[config.mk]
export PLATFORM = sky130hd
export DESIGN_NAME = ntt_radix8_pipe
export DESIGN_NICKNAME = d
export VERILOG_FILES = /design/src/rtl/ntt_pkg.sv /design/src/rtl/mod_mul.sv /design/src/rtl/ntt_radix8_pipe.sv
export SDC_FILE = /design/constraint.sdc
export NUM_CORES = 2
export LEC_CHECK = 0
export ABC_AREA = 1
export CORE_MARGIN = 1.5
export CORE_UTILIZATION = 50
export DETAILED_ROUTE_END_ITERATION = 10
export PLACE_DENSITY = 0.66
export SLEW_MARGIN = 30
export SYNTH_ARGS = -nofsm -noshare
export SYNTH_HDL_FRONTEND = slang
export SYNTH_HIERARCHICAL = 1
export SYNTH_SLANG_ARGS = --single-unit
[constraint.sdc]
create_clock -name clk -period 12.9 [get_ports clk]
set_input_delay 1.935 -clock clk [delete_from_list [all_inputs] [get_ports clk]]
set_output_delay 1.935 -clock clk [all_outputs]
set_load 0.02 [all_outputs]
[src/rtl/ntt_pkg.sv]
// rtl/ntt_pkg.sv - shared modular helpers, pipeline depth and beat type for the radix-8 NTT pipe
package ntt_pkg;

    localparam int NTT_R8_LATENCY = 5;
    localparam int NTT_MAX_WIDTH  = 32;

    typedef struct packed {
        logic                             mode;
        logic [7:0][NTT_MAX_WIDTH-1:0]    data;
        logic [6:0][NTT_MAX_WIDTH-1:0]    twiddle;
    } ntt_beat_t;

    // Operands are < q, so one conditional correction fully reduces the result
    function automatic logic [31:0] mod_add(input logic [31:0] a, input logic [31:0] b,
                                            input logic [31:0] q);
        logic [32:0] s;
        s = {1'b0, a} + {1'b0, b};
        if (s >= {1'b0, q})
            s = s - {1'b0, q};
        return s[31:0];
    endfunction

    function automatic logic [31:0] mod_sub(input logic [31:0] a, input logic [31:0] b,
                                            input logic [31:0] q);
        logic [32:0] d;
        d = {1'b0, a} - {1'b0, b};
        if (d[32])
            d = d + {1'b0, q};
        return d[31:0];
    endfunction

endpackage

[src/rtl/mod_mul.sv]
// rtl/mod_mul.sv - combinational (a*b) mod Q with a full-width product
module mod_mul #(
    parameter int WIDTH = 5,
    parameter int Q     = 17
) (
    input  logic [WIDTH-1:0] a,
    input  logic [WIDTH-1:0] b,
    output logic [WIDTH-1:0] p
);

    logic [2*WIDTH-1:0] prod;

    assign prod = {{WIDTH{1'b0}}, a} * {{WIDTH{1'b0}}, b};
    assign p    = WIDTH'(prod % (2*WIDTH)'(Q));

endmodule

[src/rtl/ntt_radix8_pipe.sv]
// rtl/ntt_radix8_pipe.sv - five-stage pipelined radix-8 NTT/INTT butterfly with valid/ready stream
module ntt_radix8_pipe
    import ntt_pkg::*;
#(
    parameter int WIDTH  = 5,
    parameter int Q      = 17,
    parameter int W8     = 2,
    parameter int W8_INV = 9
) (
    input  logic                 clk,
    input  logic                 rst_n,
    input  logic                 in_valid,
    output logic                 in_ready,
    input  logic                 in_mode,
    input  logic [8*WIDTH-1:0]   in_data,
    input  logic [7*WIDTH-1:0]   in_twiddle,
    output logic                 out_valid,
    input  logic                 out_ready,
    output logic [8*WIDTH-1:0]   out_data
);

    localparam logic [31:0] QW  = 32'(Q);
    localparam longint      FW1 = longint'(W8) % Q;
    localparam longint      FW2 = (FW1 * W8) % Q;
    localparam longint      FW3 = (FW2 * W8) % Q;
    localparam longint      IW1 = longint'(W8_INV) % Q;
    localparam longint      IW2 = (IW1 * W8_INV) % Q;
    localparam longint      IW3 = (IW2 * W8_INV) % Q;

    logic                          adv;
    logic [NTT_R8_LATENCY-1:0]     vld;
    logic [NTT_R8_LATENCY-2:0]     mde;
    logic [7:0][WIDTH-1:0]         x, n1, n2, n3, n4, n5, d1, d2, d3, d4, d5;
    logic [6:0][WIDTH-1:0]         tw, t1, t2, t3, t4;
    logic [WIDTH-1:0]              c3;
    logic [3:1][WIDTH-1:0]         c4;

    assign adv       = !vld[NTT_R8_LATENCY-1] || out_ready;
    assign in_ready  = adv;
    assign out_valid = vld[NTT_R8_LATENCY-1];
    assign out_data  = d5;
    assign x         = in_data;
    assign tw        = in_twiddle;

    // S1: twiddle pre-multiply for NTT beats
    assign n1[0] = x[0];
    for (genvar j = 1; j < 8; j++) begin : g_s1
        logic [WIDTH-1:0] prod;
        mod_mul #(.WIDTH(WIDTH), .Q(Q)) u_mul (.a(x[j]), .b(tw[j-1]), .p(prod));
        assign n1[j] = in_mode ? x[j] : prod;
    end

    // S2: span-1 butterflies; input bit-reversal is folded into the operand indices
    for (genvar p = 0; p < 4; p++) begin : g_s2
        localparam int LO = ((p % 2) * 2) + (p / 2);
        assign n2[2*p]   = WIDTH'(mod_add(32'(d1[LO]), 32'(d1[LO+4]), QW));
        assign n2[2*p+1] = WIDTH'(mod_sub(32'(d1[LO]), 32'(d1[LO+4]), QW));
    end

    // S3: span-2 butterflies, rotation W^2
    assign c3 = mde[1] ? WIDTH'(IW2) : WIDTH'(FW2);
    for (genvar g = 0; g < 2; g++) begin : g_s3
        for (genvar j = 0; j < 2; j++) begin : g_bf
            localparam int I = 4*g + j;
            logic [WIDTH-1:0] v;
            if (j == 0) begin : g_unit
                assign v = d2[I+2];
            end else begin : g_rot
                mod_mul #(.WIDTH(WIDTH), .Q(Q)) u_mul (.a(d2[I+2]), .b(c3), .p(v));
            end
            assign n3[I]   = WIDTH'(mod_add(32'(d2[I]), 32'(v), QW));
            assign n3[I+2] = WIDTH'(mod_sub(32'(d2[I]), 32'(v), QW));
        end
    end

    // S4: span-4 butterflies, rotations W^1..W^3
    assign c4[1] = mde[2] ? WIDTH'(IW1) : WIDTH'(FW1);
    assign c4[2] = mde[2] ? WIDTH'(IW2) : WIDTH'(FW2);
    assign c4[3] = mde[2] ? WIDTH'(IW3) : WIDTH'(FW3);
    for (genvar j = 0; j < 4; j++) begin : g_s4
        logic [WIDTH-1:0] v;
        if (j == 0) begin : g_unit
            assign v = d3[4];
        end else begin : g_rot
            mod_mul #(.WIDTH(WIDTH), .Q(Q)) u_mul (.a(d3[j+4]), .b(c4[j]), .p(v));
        end
        assign n4[j]   = WIDTH'(mod_add(32'(d3[j]), 32'(v), QW));
        assign n4[j+4] = WIDTH'(mod_sub(32'(d3[j]), 32'(v), QW));
    end

    // S5: twiddle post-multiply for INTT beats
    assign n5[0] = d4[0];
    for (genvar k = 1; k < 8; k++) begin : g_s5
        logic [WIDTH-1:0] prod;
        mod_mul #(.WIDTH(WIDTH), .Q(Q)) u_mul (.a(d4[k]), .b(t4[k-1]), .p(prod));
        assign n5[k] = mde[3] ? prod : d4[k];
    end

    always_ff @(posedge clk or negedge rst_n) begin
        if (!rst_n) begin
            vld <= '0;
            mde <= '0;
            d1  <= '0;
            d2  <= '0;
            d3  <= '0;
            d4  <= '0;
            d5  <= '0;
            t1  <= '0;
            t2  <= '0;
            t3  <= '0;
            t4  <= '0;
        end else if (adv) begin
            vld <= {vld[NTT_R8_LATENCY-2:0], in_valid};
            mde <= {mde[NTT_R8_LATENCY-3:0], in_mode};
            d1  <= n1;
            d2  <= n2;
            d3  <= n3;
            d4  <= n4;
            d5  <= n5;
            t1  <= tw;
            t2  <= t1;
            t3  <= t2;
            t4  <= t3;
        end
    end

endmodule

==> flow_metrics.tcl <==
set metrics [dict create \
    status "complete, no violations" \
    antenna_found_initial 3 \
    r2r_setup_slack_ns 3.95 \
    rsz0062_at_grt "no" \
    cts-root-buf "clkbuf_16" \
    grt_pass1_vias 51909 \
    placementRows 126 \
    path_common_cell "nand2_1" \
    synth_top_area_cell "nand2_1" \
    path_max_fanout 36 \
    syn_avg_cell_area_um2 6.428 \
    worstPathRequired_ns 13.36 \
    rr_worst_depth 53 \
    post-route-min-period_ns 8.951 \
    reg2reg_to "d4[14]" \
    fillerInstances 11788 \
    track_usage 0.2284 \
    clk-insertion-delay-late_ns 0.60 \
    ctsHoldBuffers 0 \
    clkTransAtPathRegs_ns 0.06 \
    cts_setup_buffers 0 \
    dp_slack_ns 3.640 \
    ys_ff_latch 349 \
    cts_made_buffers 45 \
    gr-total-overflow 0 \
    cts_resized 0 \
    critical-path-slowest-cell "fa_1" \
    coreArea_um2 117800 \
    dp_hpwl_mm 112.8 \
    finalCritPeriodShare 0.6939 \
    r2r-start "mde[2]" \
    cts_tree "yes" \
    viasPerCell 4.982 \
    worstHoldStart "d4[1]" \
    holdPathStages 2 \
    synth_area_leaders "nand2_1, dfrtp_1, ha_1, inv_1, nand3_1" \
    place_congestion 0.9062 \
    ys_warn_count 6 \
    setup_viol 0 \
    synth_cells 9211 \
    tightest_slew_ns 0.9266 \
    grt_pass1_wl_mm 238.7 \
    antenna_left 0 \
    nets 10200 \
    async_reset_ff_frac 1.000 \
    skew_ns 0.03632 \
    crit_type "flip-flop to flip-flop" \
    synth_top_area_share 0.2039 \
    die_y_um 347.1 \
    final_cell_area_um2 63750 \
    io_pins 122 \
    area_growth_pct 7.664 \
    ys_types 62 \
    synth_ff_type "dfrtp_1" \
    synth-edff-count 0 \
    crit_arrival_ns 9.41 \
    port-buffer-count 121 \
    start_util 0.5028 \
    startpoint_type "flip-flop" \
    hp-class "flip-flop to flip-flop" \
    drc 0 \
    htree_levels 2 \
    drive_gt1_frac 0.1176 \
    fmax_mhz 111.7 \
    firstDrtPassIters 7 \
    drt_iter0_drc 2791 \
    maxCapViolCount 0 \
    clock_path_buffers 3 \
    max_stage_delay_ns 0.60 \
    wire_per_inst_um 12.62 \
    min_to "out_data[1]" \
    synth_seq_area_share 0.1475 \
    wl_mm 137.8 \
    via_count 54411 \
    hold_violations 0 \
    end_kind "flip-flop" \
    drv_slew 0 \
    grt_max_degree 185 \
    netlist_area_um2 59210 \
    cts.sinks 349 \
    placed_area_um2 62190 \
    die_area_um2 120500 \
    fin_tns_setup_ns 0 \
    setup_slack_ns 3.949 \
    dieWidth_um 347.1 \
    slew_headroom 0.3823 \
]
==> routing by layer <==
| metal | GRT usage | wire, um | vias to the layer above |
|---|---|---|---|
| met3 | 0.01500 | 3724 | 121 |
| li1 | - | - | 28846 |
| met1 | 0.3018 | 65750 | 24801 |
| met5 | 0 | 17 | - |
| met2 | 0.4056 | 65660 | 641 |
| met4 | 0.05183 | 2693 | 2 |
==> flip-flops by register name (all words and copies together), names as in the netlist <==
register and count:
d4 40, vld 5, d1 40, t4 35, t3 35, t1 35
d3 35, g_s3.g_bf.v 10, mde 4, out_data 40, g_s4.v 5, t2 35
d2 30
==> placed cells by master, fill, tap and decap left out, types with 128 or more instances in the layout <==
master	instances
dfrtp_1	349
xor2_1	149
a21oi_1	177
ha_1	574
nor2_1	303
nand3_1	781
nand2_2	385
nand4_1	228
nand2_1	3216
nand3_2	128
inv_1	1678
fa_1	195
==> logic make-up (layout without fill, tap and decap cells) <==
kind of cell	after synthesis	after routing	synth area share
compound gates	600	600	0.07208
xor+xnor	249	249	0.03911
fa+ha+maj	769	769	0.1872
buf+inv	1887	1998	0.1221
flops	349	349	0.1475
mux	2	2	0.0004650
other cells	2	66	0.0001268
simple gates	5353	5353	0.4314
==> synthesized netlist by cell type, types with 57 or more instances <==
master and n:
nand2_1 3216, inv_2 95, nand4_1 228, nand3_1 781, nand3_2 128, nor2_1 304, xor2_1 149, o21ai_1 57
nand2_4 111, ha_1 574, dfrtp_1 349, fa_1 195, inv_1 1679, a21oi_1 177, o21ai_0 125, xnor2_1 82
nand2_2 385
==> final cells by class <==
| cell class | count | area (um2) | share of cell area |
|---|---|---|---|
| repair buffers | 135 | 1345 | 0.02110 |
| flip-flops and latches | 349 | 8733 | 0.1370 |
| clock inverters | 28 | 342.8 | 0.005378 |
| multi-input cells | 7038 | 43490 | 0.6823 |
| clock buffers | 53 | 1206 | 0.01892 |
| well taps | 1536 | 1922 | 0.03015 |
| diodes | 1 | 2.502 | 0.00003925 |
| inverters | 1782 | 6704 | 0.1052 |
==> metrics by stage <==
| step | hold WS, ns | std cells | util |
|---|---|---|---|
| 2_1_floorplan | 0.4400 | 9274 | - |
| 3_3_place_gp | 0.4527 | 10840 | 0.5281 |
| 3_5_place_dp | 0.4505 | 10840 | 0.5281 |
| 4_1_cts | 0.4486 | 10921 | 0.5413 |
| 5_1_grt | 0.4851 | 10922 | 0.5413 |
| 6_report | 0.4589 | 10922 | 0.5413 |
==> critical path, delay by kind of cell, from the launching register on <==
| kind | cells | cell delay (ns) |
|---|---|---|
| compound gates | 5 | 1.15 |
| fa+ha+maj | 9 | 3.38 |
| buf+inv | 7 | 0.82 |
| flops | 1 | 0.32 |
| simple gates | 32 | 3.17 |
==> worst max path at each step <==
stage             startpoint  endpoint  slack [ns]
2_1_floorplan         mde[2]    d4[14]        4.80
3_3_place_gp   in_twiddle[9]    d1[11]        3.83
3_5_place_dp   in_twiddle[9]    d1[11]        3.64
4_1_cts               mde[2]    d4[14]        3.99
5_1_grt               mde[1]     d3[9]        3.10
6_report              mde[2]    d4[14]        3.95
Power is not shown: default switching activity piles up to over one toggle a cycle in this logic, so the estimate is an artifact.
